**config.mk**
```make
export PLATFORM = sky130hd
export DESIGN_NAME = splitter_dest_flat
export DESIGN_NICKNAME = d
export VERILOG_FILES = /design/src/rtl/splitter_dest_if.sv /design/src/rtl/splitter_dest.sv /design/src/flat_wrapper.sv
export SDC_FILE = /design/constraint.sdc
export NUM_CORES = 1
export LEC_CHECK = 0
export ABC_AREA = 1
export CAP_MARGIN = 20
export CORE_ASPECT_RATIO = 0.6
export CORE_MARGIN = 3
export CORE_UTILIZATION = 29
export DETAILED_ROUTE_END_ITERATION = 8
export REMOVE_ABC_BUFFERS = 1
export SLEW_MARGIN = 20
export SYNTH_ARGS = -nofsm -noshare
export SYNTH_HDL_FRONTEND = slang
export SYNTH_SLANG_ARGS = --single-unit
```
**constraint.sdc**
```tcl
create_clock -name clk -period 1.5 [get_ports clk]
set_input_delay 0.3 -clock clk [delete_from_list [all_inputs] [get_ports clk]]
set_output_delay 0.3 -clock clk [all_outputs]
set_load 0.03 [all_outputs]
```
**src/rtl/splitter_dest_if.sv**
```systemverilog
// splitter_dest_if: stream-in / multi-port-out handshake bundle for splitter_dest
//   s_valid, s_ready, s_data, s_dest : upstream beat, its handshake and destination mask
//   m_valid, m_ready, m_data         : per-port handshake and payload, port i at [i*W +: W]
interface splitter_dest_if #(
    parameter int C_NUM_M      = 2,
    parameter int C_DATA_WIDTH = 8
);
    logic                              s_valid;
    logic                              s_ready;
    logic [C_DATA_WIDTH-1:0]           s_data;
    logic [C_NUM_M-1:0]                s_dest;
    logic [C_NUM_M-1:0]                m_valid;
    logic [C_NUM_M-1:0]                m_ready;
    logic [C_NUM_M*C_DATA_WIDTH-1:0]   m_data;
    modport master (output s_valid, s_data, s_dest, m_ready, input s_ready, m_valid, m_data);
    modport slave  (input s_valid, s_data, s_dest, m_ready, output s_ready, m_valid, m_data);
endinterface

```
**src/rtl/splitter_dest.sv**
```systemverilog
// splitter_dest: fan one valid/ready stream out to the C_NUM_M ports chosen by a per-beat mask
//   clk, reset    : clock, synchronous active-high reset
//   bus           : slave side of splitter_dest_if (s_* upstream beat, m_* output ports)
//   idle_o        : no beat pending or partially delivered
//   drop_count_o  : saturating count of accepted beats whose mask was empty
module splitter_dest #(
    parameter int C_NUM_M      = 2,
    parameter int C_DATA_WIDTH = 8,
    parameter int C_REGISTERED = 0,
    parameter int C_CNT_WIDTH  = 16
) (
    input  logic                   clk,
    input  logic                   reset,
    splitter_dest_if.slave         bus,
    output logic                   idle_o,
    output logic [C_CNT_WIDTH-1:0] drop_count_o
);
    logic [C_CNT_WIDTH-1:0] cnt_q, cnt_d;
    logic                   drop;
    assign drop = bus.s_valid & bus.s_ready & ~|bus.s_dest;
    assign cnt_d = (drop && !(&cnt_q)) ? cnt_q + C_CNT_WIDTH'(1) : cnt_q;
    assign drop_count_o = cnt_q;
    always_ff @(posedge clk) begin
        if (reset) cnt_q <= '0;
        else       cnt_q <= cnt_d;
    end
    generate
        if (C_REGISTERED == 0) begin : g_comb
            // acked marks ports that already took the current beat, so none sees it twice
            logic [C_NUM_M-1:0] acked_q, acked_d;
            assign bus.m_valid = {C_NUM_M{bus.s_valid}} & bus.s_dest & ~acked_q;
            assign bus.m_data  = {C_NUM_M{bus.s_data}};
            assign bus.s_ready = &(bus.m_ready | acked_q | ~bus.s_dest);
            assign acked_d = (bus.s_valid & bus.s_ready) ? '0 : acked_q | (bus.m_valid & bus.m_ready);
            assign idle_o = ~|acked_q;
            always_ff @(posedge clk) begin
                if (reset) acked_q <= '0;
                else       acked_q <= acked_d;
            end
        end else begin : g_reg
            logic [C_NUM_M-1:0]              full_q, full_d, load;
            logic [C_NUM_M*C_DATA_WIDTH-1:0] data_q, data_d;
            // a selected slot may accept if it is empty or drains in the same cycle
            assign bus.s_ready = &(~bus.s_dest | ~full_q | bus.m_ready);
            assign load = {C_NUM_M{bus.s_valid & bus.s_ready}} & bus.s_dest;
            assign full_d = load | (full_q & ~bus.m_ready);
            for (genvar i = 0; i < C_NUM_M; i++) begin : g_port
                assign data_d[i*C_DATA_WIDTH +: C_DATA_WIDTH] =
                    load[i] ? bus.s_data : data_q[i*C_DATA_WIDTH +: C_DATA_WIDTH];
            end
            assign bus.m_valid = full_q;
            assign bus.m_data  = data_q;
            assign idle_o = ~|full_q;
            always_ff @(posedge clk) begin
                if (reset) full_q <= '0;
                else       full_q <= full_d;
            end
            always_ff @(posedge clk) data_q <= data_d;
        end
    endgenerate
endmodule

```
**src/flat_wrapper.sv**
```systemverilog
// flat-port wrapper written by rule: the top's interface ports become plain ports
module splitter_dest_flat 
#(
    parameter int C_NUM_M      = 2,
    parameter int C_DATA_WIDTH = 8,
    parameter int C_REGISTERED = 0,
    parameter int C_CNT_WIDTH  = 16
)
  (clk, reset, idle_o, drop_count_o, bus_s_valid, bus_s_data, bus_s_dest, bus_m_ready, bus_s_ready, bus_m_valid, bus_m_data);
  splitter_dest_if #(.C_NUM_M(C_NUM_M), .C_DATA_WIDTH(C_DATA_WIDTH)) bus_i ();
  input  logic clk;
  input  logic reset;
  output logic idle_o;
  output logic [C_CNT_WIDTH-1:0] drop_count_o;
  input wire logic [$bits(bus_i.s_valid)-1:0] bus_s_valid;
  input wire logic [$bits(bus_i.s_data)-1:0] bus_s_data;
  input wire logic [$bits(bus_i.s_dest)-1:0] bus_s_dest;
  input wire logic [$bits(bus_i.m_ready)-1:0] bus_m_ready;
  output wire logic [$bits(bus_i.s_ready)-1:0] bus_s_ready;
  output wire logic [$bits(bus_i.m_valid)-1:0] bus_m_valid;
  output wire logic [$bits(bus_i.m_data)-1:0] bus_m_data;
  assign bus_i.s_valid = bus_s_valid;
  assign bus_i.s_data = bus_s_data;
  assign bus_i.s_dest = bus_s_dest;
  assign bus_i.m_ready = bus_m_ready;
  assign bus_s_ready = bus_i.s_ready;
  assign bus_m_valid = bus_i.m_valid;
  assign bus_m_data = bus_i.m_data;
  splitter_dest #(.C_NUM_M(C_NUM_M), .C_DATA_WIDTH(C_DATA_WIDTH), .C_REGISTERED(C_REGISTERED), .C_CNT_WIDTH(C_CNT_WIDTH)) u_core (.clk(clk), .reset(reset), .bus(bus_i), .idle_o(idle_o), .drop_count_o(drop_count_o));
endmodule
```
==> results.sh, run 1 <==
export IMPL_outcome="finished clean"
export IMPL_start_kind="register"
export IMPL_critPathMaxStageDelay_ps=320
export IMPL_ir_worst_vdd_v=0.000351
export IMPL_seq_area_sq_um=365
export IMPL_hp_start="bus_m_ready[1]"
export IMPL_layout_drive_gt1_share_pct=31.3
export IMPL_n_antenna_cell=0
export IMPL_drc=0
export IMPL_grt_max_degree=16
export IMPL_fin_setup_tns_ps=0
export IMPL_ios=51
export IMPL_hold_viol_final=0
export IMPL_fmax_mhz=694
export IMPL_fin_util_pct=44.9
export IMPL_hpwl_microns=2400
export IMPL_postLayoutCellArea_sq_mm=0.00174
export IMPL_finalCritPeriodShare_pct=96.0
export IMPL_cp_startpoint="u_core.g_comb.acked_q[0]$_SDFF_PP0_"
export IMPL_clkTransAtPathRegs_ps=70
export IMPL_die_w_microns=90.1
export IMPL_htreeDepth=1
export IMPL_crit_buf_inv=2
export IMPL_synth_top_area_share_pct=29.3
export IMPL_viasPerCell=4.27
export IMPL_wl_microns=3160
export IMPL_path_max_fanout=2
export IMPL_crit_family="flip-flops"
export IMPL_ys_seq_area_share_pct=29.3
export IMPL_ant_nets=0
export IMPL_critPathKind="reg -> out"
export IMPL_multi_input_area_sq_um=689
export IMPL_async_reset_ff_share_pct=0
export IMPL_cts_buffers_inserted=3
export IMPL_slowest_stage="dfxtp_2"
export IMPL_synth_top_area_cell="dfxtp_1"
export IMPL_fin_skew_ps=4.65
export IMPL_clock_path_buffers=2
export IMPL_placeableCoreArea_sq_mm=0.00387
export IMPL_io_buffer_count=26
export IMPL_place_area_sq_mm=0.00163
export IMPL_rrSetupSlack_ps=120
export IMPL_synth_edf_count=0
export IMPL_drt_iter0_markers=41
export IMPL_grt_pass1_vias=1054
export IMPL_grt_ovfl_total=0
export IMPL_min_path_type="in -> reg"
export IMPL_grt_usage_pct=12.7
export IMPL_worst_pin_slew_ps=299
export IMPL_layout_min_cycle_time_ps=1440
export IMPL_insertion_delay_ps=260
export IMPL_ys_seq_elements=18
export IMPL_first_pass_iters=4
export IMPL_cp_required_ps=1200
export IMPL_leakage_nw=0.791
export IMPL_end_kind="output pin"
export IMPL_avgSynthCellArea_sq_um=6.65
export IMPL_area_growth_pct=41.3
export IMPL_relSlewSlack_pct=79.8
export IMPL_crit_chain="or2_4 > o21ai_2 > inv_1 > buf_6"
export IMPL_synthCells=185
export IMPL_vias=1213
export IMPL_yosysWarnings=0
export IMPL_antenna_found_initial=0
export IMPL_instances_no_fill=284
export IMPL_rsz0062_at_grt="no"
export IMPL_cts_num_sinks=18
export IMPL_cts_tree="built"
export IMPL_r2r_start="u_core.drop_count_o[1]$_SDFFE_PP0P_"
export IMPL_die_area_sq_mm=0.00508
export IMPL_fillerInstances=425
export IMPL_slew_violations=0
export IMPL_setup_viol=0
export IMPL_p_per_area_mw_per_mm2=632
export IMPL_num_rows=17
export IMPL_grt_first_pass_wirelength_microns=5250
export IMPL_worstPathArrival_ps=1140
export IMPL_gp_congestion=0.814
export IMPL_synth_area_top_cells="dfxtp_1, nand2_1, buf_4, nor2_1, o21ai_0"
export IMPL_holdBufCountCts=0
export IMPL_ys_flop_type="dfxtp_1"
export IMPL_die_h_microns=56.4
export IMPL_yosysUniqueCellTypes=24
export IMPL_cts_root_buf="clkbuf_8"
export IMPL_cap_violations=0
export IMPL_dp_cells=278
export IMPL_whs_ps=339
export IMPL_synthesis_area_sq_mm=0.00123
export IMPL_wire_per_inst_microns=11.1
export IMPL_nNetsFinal=244
export IMPL_start_util_pct=31.8
repair_timing:
action | 4_1_cts | 5_1_grt
setup endpoints to repair | 26 | 13
buffers inserted | 1 | 1
gates resized for setup | 35 | 15
pin swaps | 4 | 4
hold endpoints to repair | 0 | 0
cloned | 0 | 0
stage by stage:
stage | setup slack [ps] | total power [mW]
6_report | 59.3 | 1.10
4_1_cts | 25.2 | 1.11
3_3_place_gp | -714 | 0.691
2_1_floorplan | -154 | 0.594
3_5_place_dp | -718 | 0.691
5_1_grt | 1.92 | 1.15
sequential cells by signal (all words and copies together) (netlist names):
name                   count
u_core.drop_count_o       16
u_core.g_comb.acked_q      2
worst register-to-register path, cell delays in order, from the launching register on:
cell and delay [ps]:
dfxtp_2 330, ha_2 190, nand3_2 90, inv_2 90, nand2_4 70, nor2_2 120, nor2_2 60, buf_4 170
o21ai_1 120, nor2_1 50
cells in the mapped netlist (2+ instances only):
cell,n
nor2_2,2
o21ai_0,13
or2_2,2
nand2_1,48
nand3_1,7
nand4_1,2
a21oi_1,6
xnor2_1,4
a21oi_2,7
nor2_1,30
xor2_1,2
buf_4,17
inv_2,2
inv_1,16
dfxtp_1,18
layer usage:
layer,vias to the layer above,GRT usage (%),wire length [microns]
li1,652,-,-
met1,516,18.8,1730
met2,41,16.7,1200
met3,4,6.02,215
met4,0,1.31,17
met5,-,0,0
path summary, 6_finish.rpt:
| check | to | cells past startpoint |
|---|---|---|
| min reg2reg | u_core.drop_count_o[10]$_SDFFE_PP0P_ | 2 |
| min | u_core.g_comb.acked_q[1]$_SDFF_PP0_ | 3 |
| max | bus_s_ready | 4 |
| max reg2reg | u_core.drop_count_o[2]$_SDFFE_PP0P_ | 9 |
cells in the final DEF (no fill, tap or decap):
cell type / n
a21oi_1: 6
a21oi_2: 7
buf_12: 1
buf_4: 30
buf_6: 4
clkbuf_8: 4
clkdlybuf4s50_1: 2
dfxtp_1: 14
dfxtp_2: 4
dlygate4sd2_1: 19
dlymetal6s2s_1: 1
ha_2: 1
inv_1: 16
inv_2: 2
nand2_1: 47
nand2_2: 2
nand2_4: 1
nand3_1: 7
nand3_2: 1
nand4_1: 2
nor2_1: 24
nor2_2: 7
nor2_4: 2
nor3_4: 1
o21ai_0: 8
o21ai_1: 4
o21ai_2: 1
o21ai_4: 1
or2_2: 1
or2_4: 1
xnor2_1: 4
xor2_1: 2
where the power goes:
part	internal [mW]	switching (mW)	total [mW]	leakage [nW]
Combinational	0.0840	0.106	0.190	0.614
Sequential	0.490	0.00924	0.499	0.148
Clock	0.233	0.175	0.408	0.0288
Total	0.807	0.290	1.10	0.791
cells by family after synthesis:
group | count (synthesis) | synth area share (%)
AOI/OAI and AO/OA | 27 | 14.0
buffers and inverters | 37 | 17.2
adders and majority gates | 1 | 1.02
and+or+nand+nor | 96 | 34.2
DFF | 18 | 29.3
xor gates and xnor gates | 6 | 4.27
cell type report:
type | count | share of cell area (%)
Multi-Input combinational cell | 130 | 39.7
Timing Repair Buffer | 57 | 28.1
Sequential cell | 18 | 21.0
Tap cell | 57 | 4.10
Inverter | 18 | 3.89
Clock buffer | 4 | 3.17
Note: power is estimated with default switching activity, not from simulation.
==> inputs of run 2 (changes only) <==
CORE_ASPECT_RATIO = unset   (was 0.6)
CORE_MARGIN = 10   (was 3)
==> run 2 against run 1 <==
  * Combinational power increased by 8%
  * Power increased by 2.3%
  * Clock power increased by 2%
  * Setup slack got worse by 6.1 ps
  * Largest power group unchanged
==> results.sh, run 2 (synthesized netlist as in run 1, its figures left out) <==
export IMPL_cts_tree="built"
export IMPL_vias=1259
export IMPL_leakage_nw=0.786
export IMPL_die_h_microns=85.1
export IMPL_dp_cells=269
export IMPL_largest_reg_flops=16
export IMPL_nNetsFinal=245
export IMPL_fillerInstances=435
export IMPL_rsz0062_at_grt="yes"
export IMPL_grt_max_degree=11
export IMPL_fmax_mhz=691
export IMPL_whs_ps=358
export IMPL_path_max_fanout=2
export IMPL_multi_input_area_sq_um=708
export IMPL_fin_setup_tns_ps=0
export IMPL_relSlewSlack_pct=79.2
export IMPL_htreeDepth=1
export IMPL_die_w_microns=85.1
export IMPL_use_met2_pct=15.7
export IMPL_antenna_found_initial=0
export IMPL_min_path_type="in -> reg"
export IMPL_cp_required_ps=1200
export IMPL_drc=0
export IMPL_cts_num_sinks=18
export IMPL_area_growth_pct=42.4
export IMPL_gp_congestion=0.793
export IMPL_clkTransAtPathRegs_ps=70
export IMPL_io_buffer_count=26
export IMPL_critPathKind="in -> out"
export IMPL_insertion_delay_ps=260
export IMPL_start_kind="primary input"
export IMPL_wire_per_inst_microns=12.1
export IMPL_mostFrequentLayoutCells="nand2_1, buf_4, nor2_1"
export IMPL_ios=51
export IMPL_layout_drive_gt1_share_pct=34.6
export IMPL_seq_area_sq_um=370
export IMPL_fin_skew_ps=5.90
export IMPL_die_area_sq_mm=0.00725
export IMPL_grt_pass1_vias=1297
export IMPL_setup_viol=0
export IMPL_instances_no_fill=278
export IMPL_hpwl_microns=2470
export IMPL_grt_first_pass_wirelength_microns=5870
export IMPL_finalCritPeriodShare_pct=96.5
export IMPL_placeableCoreArea_sq_mm=0.00406
export IMPL_wl_microns=3380
export IMPL_slew_violations=0
export IMPL_cts_buffers_inserted=3
export IMPL_ir_worst_vdd_v=0.000241
export IMPL_clock_path_buffers=2
export IMPL_postLayoutCellArea_sq_mm=0.00175
export IMPL_cts_root_buf="clkbuf_8"
export IMPL_cap_violations=0
export IMPL_grt_usage_pct=9.47
export IMPL_layout_commonest_cell="nand2_1"
export IMPL_met1_usage_pct=10.5
export IMPL_p_per_area_mw_per_mm2=641
export IMPL_rrSetupSlack_ps=110
export IMPL_worst_pin_slew_ps=313
export IMPL_n_antenna_cell=0
export IMPL_place_area_sq_mm=0.00160
export IMPL_ant_nets=0
export IMPL_grt_busiest_layer="met2"
export IMPL_first_pass_iters=4
export IMPL_viasPerCell=4.53
export IMPL_end_kind="output pin"
export IMPL_layout_min_cycle_time_ps=1450
export IMPL_worstPathArrival_ps=1150
export IMPL_drt_iter0_markers=44
export IMPL_num_rows=23
export IMPL_outcome="finished clean"
export IMPL_start_util_pct=30.3
export IMPL_hold_viol_final=0
export IMPL_globalRouteMet3Util_pct=4.11
export IMPL_grt_ovfl_total=0
[run 2: cell types whose count changed in the layout (fill, tap and decap cells not counted), sizes merged]
cell           previous run  this run
buf                      35        37
clkdlybuf4s50             2         3
dlygate4sd2              19        17
[run 2: layer usage]
layer | vias to the layer above | wire [microns]
met5 | - | 0
met4 | 0 | 44
met3 | 5 | 289
met2 | 47 | 1560
met1 | 556 | 1480
li1 | 651 | -
[run 2: area by class of cell]
type / instances / area share, %
clock buffers: 4 / 3.14
inverters: 18 / 3.86
multi-input cells: 130 / 40.4
flip-flops and latches: 18 / 21.1
well taps: 50 / 3.57
repair buffers: 58 / 27.9
[run 2: per-stage QoR]
step                      setup WS [ps]  util [%]  total power, mW
after floorplan                    -154         -            0.594
after global placement             -762      39.5            0.691
after detailed placement           -786      39.5            0.692
after CTS                          1.37      41.6             1.12
after global routing              -17.6      43.2             1.18
final                              53.2      43.2             1.12
[run 2: timing repair]
item | CTS | global route
gates resized for setup | 33 | 25
setup buffers | 3 | 2
endpoints found under the setup margin | 23 | 15
hold buffers | 0 | 0
pin swaps | 4 | 5
[run 2: worst max-delay path, cell delays in order]
cell	delay, ps
clkdlybuf4s50_1	500
nand2_1	70
nor2_2	130
buf_6	150
[run 2: path summary, 6_finish.rpt]
| kind | startpoint | to | cells after the start |
|---|---|---|---|
| worst max-delay path | bus_s_valid | bus_m_valid[1] | 4 |
| worst min-delay path | bus_m_ready[1] | u_core.g_comb.acked_q[1]$_SDFF_PP0_ | 3 |
| worst max register to register | u_core.drop_count_o[0]$_SDFFE_PP0P_ | u_core.drop_count_o[2]$_SDFFE_PP0P_ | 9 |
| worst min register to register | u_core.drop_count_o[9]$_SDFFE_PP0P_ | u_core.drop_count_o[9]$_SDFFE_PP0P_ | 2 |
[run 2: where the power goes]
| group | switching (mW) | total, mW | leakage, nW | internal [mW] |
|---|---|---|---|---|
| clock | 0.183 | 0.417 | 0.0288 | 0.234 |
| combinational | 0.111 | 0.205 | 0.608 | 0.0942 |
| sequential | 0.0107 | 0.501 | 0.150 | 0.490 |
==> inputs of run 3 (changes only) <==
CORE_MARGIN = 1.5   (was 10)
CTS_CLUSTER_DIAMETER = 150   (was unset)
==> run 3 against run 2 <==
  * Flip-flop and latch count did not move
  * Clock power decreased by 18%
  * Non-clock buffer count down 2
  * Wire length fell by 11%
  * Final cell count decreased by 1.1%
  * Highest routed layer unchanged
==> results.sh, run 3 (synthesized netlist as in run 1, its figures left out) <==
export IMPL_outcome="finished clean"
export IMPL_crit_family="flip-flops"
export IMPL_grt_usage_pct=13.9
export IMPL_critPathMaxStageDelay_ps=320
export IMPL_path_max_fanout=2
export IMPL_wire_per_inst_microns=10.9
export IMPL_end_kind="output pin"
export IMPL_largest_reg_flops=16
export IMPL_clkTransAtPathRegs_ps=70
export IMPL_htreeDepth=1
export IMPL_viasPerCell=4.49
export IMPL_cp_required_ps=1200
export IMPL_crit_buf_inv=2
export IMPL_start_util_pct=30.5
export IMPL_grt_ovfl_total=0
export IMPL_relSlewSlack_pct=79.2
export IMPL_cts_num_sinks=18
export IMPL_rsz0062_at_grt="no"
export IMPL_postLayoutCellArea_sq_mm=0.00171
export IMPL_worst_pin_slew_ps=313
export IMPL_fin_skew_ps=0.575
export IMPL_die_h_microns=68.1
export IMPL_start_kind="register"
export IMPL_p_per_area_mw_per_mm2=603
export IMPL_cts_root_buf="clkbuf_8"
export IMPL_antenna_found_initial=0
export IMPL_insertion_delay_ps=250
export IMPL_crit_chain="or2_4 > o21ai_2 > inv_1 > buf_6"
export IMPL_die_w_microns=68.1
export IMPL_area_growth_pct=39.1
export IMPL_clock_path_buffers=2
export IMPL_ir_worst_vdd_v=0.000225
export IMPL_vias=1234
export IMPL_drt_iter0_markers=56
export IMPL_min_path_type="reg -> reg"
export IMPL_ant_nets=0
export IMPL_n_antenna_cell=0
export IMPL_wl_microns=2990
export IMPL_layout_commonest_cell="nand2_1"
export IMPL_finalPower_mw=1.03
export IMPL_place_area_sq_mm=0.00160
export IMPL_layout_drive_gt1_share_pct=30.2
export IMPL_io_buffer_count=26
export IMPL_cap_violations=0
export IMPL_placeableCoreArea_sq_mm=0.00403
export IMPL_gp_congestion=0.792
export IMPL_die_area_sq_mm=0.00464
export IMPL_cts_buffers_inserted=3
export IMPL_holdBufCountCts=0
export IMPL_grt_first_pass_wirelength_microns=4980
export IMPL_mostFrequentLayoutCells="nand2_1, buf_4, nor2_1"
export IMPL_finalCritPeriodShare_pct=96.3
export IMPL_grt_pass1_vias=1160
export IMPL_slowest_stage="dfxtp_2"
export IMPL_worstPathArrival_ps=1150
export IMPL_leakage_nw=0.768
export IMPL_hold_viol_final=0
export IMPL_layout_min_cycle_time_ps=1450
export IMPL_nNetsFinal=243
export IMPL_drc=0
export IMPL_cts_tree="built"
export IMPL_num_rows=23
export IMPL_fmax_mhz=692
export IMPL_grt_max_degree=16
export IMPL_setup_viol=0
export IMPL_critPathKind="reg -> out"
export IMPL_first_pass_iters=4
export IMPL_ios=51
export IMPL_slew_violations=0
export IMPL_hpwl_microns=2220
## run 3: changes by cell type in the layout (fill, tap and decap cells not counted), sizes merged
| cell | change |
|---|---|
| dlygate4sd2 | +1 |
| dlymetal6s2s | -1 |
| buf | -3 |
| clkdlybuf4s15 | +1 |
| clkbuf | -1 |
## run 3: path summary, 6_finish.rpt
check                                           start                              endpoint  slack (ps)  cells after the start
setup / recovery  u_core.g_comb.acked_q[0]$_SDFF_PP0_                           bus_s_ready          50                      4
hold / removal    u_core.drop_count_o[7]$_SDFFE_PP0P_   u_core.drop_count_o[7]$_SDFFE_PP0P_         550                      2
setup reg to reg  u_core.drop_count_o[1]$_SDFFE_PP0P_  u_core.drop_count_o[10]$_SDFFE_PP0P_         140                      9
hold reg to reg   u_core.drop_count_o[7]$_SDFFE_PP0P_   u_core.drop_count_o[7]$_SDFFE_PP0P_         550                      2
## run 3: tightest hold or removal path: cells and delay by family, from the launching register on
family / cells / cell delay [ps]
simple gates: 1 / 100
flops: 1 / 360
compound gates: 1 / 50
## run 3: layout make-up
cell class / count / area [sq um]
multi-input cells: 130 / 699
flip-flops and latches: 18 / 367
repair buffers: 56 / 473
fillers: 431 / 2320
clock buffers: 3 / 41.3
well taps: 50 / 62.6
inverters: 18 / 67.6
## run 3: through the flow
stage / utilization, % / instances / worst slack, ps / hold WS, ps / TNS (ps)
after global placement: 39.8 / 269 / -730 / 546 / -4490
final: 42.5 / 275 / 54.9 / 549 / 0
after CTS: 41.2 / 273 / 8.95 / 556 / 0
after global routing: 42.5 / 275 / 0.0859 / 570 / 0
after detailed placement: 39.8 / 269 / -785 / 548 / -4780
after floorplan: - / 166 / -154 / 362 / -2030
## run 3: timing repair
item / in CTS / in global routing
endpoints found under the setup margin: 31 / 16
pin swaps: 3 / 4
cloned: 0 / 0
setup buffers: 1 / 2
resized for setup: 32 / 17
## run 3: routing by layer
layer / track usage [%] / up-vias / routed length (microns)
li1: - / 647 / -
met1: 16.4 / 540 / 1450
met2: 23.9 / 43 / 1330
met3: 3.78 / 4 / 170
met4: 5.00 / 0 / 34
met5: 0 / - / 0
## run 3: power by group
group / switching [mW] / internal, mW
sequential: 0.00975 / 0.490
clock: 0.166 / 0.178
combinational: 0.103 / 0.0852
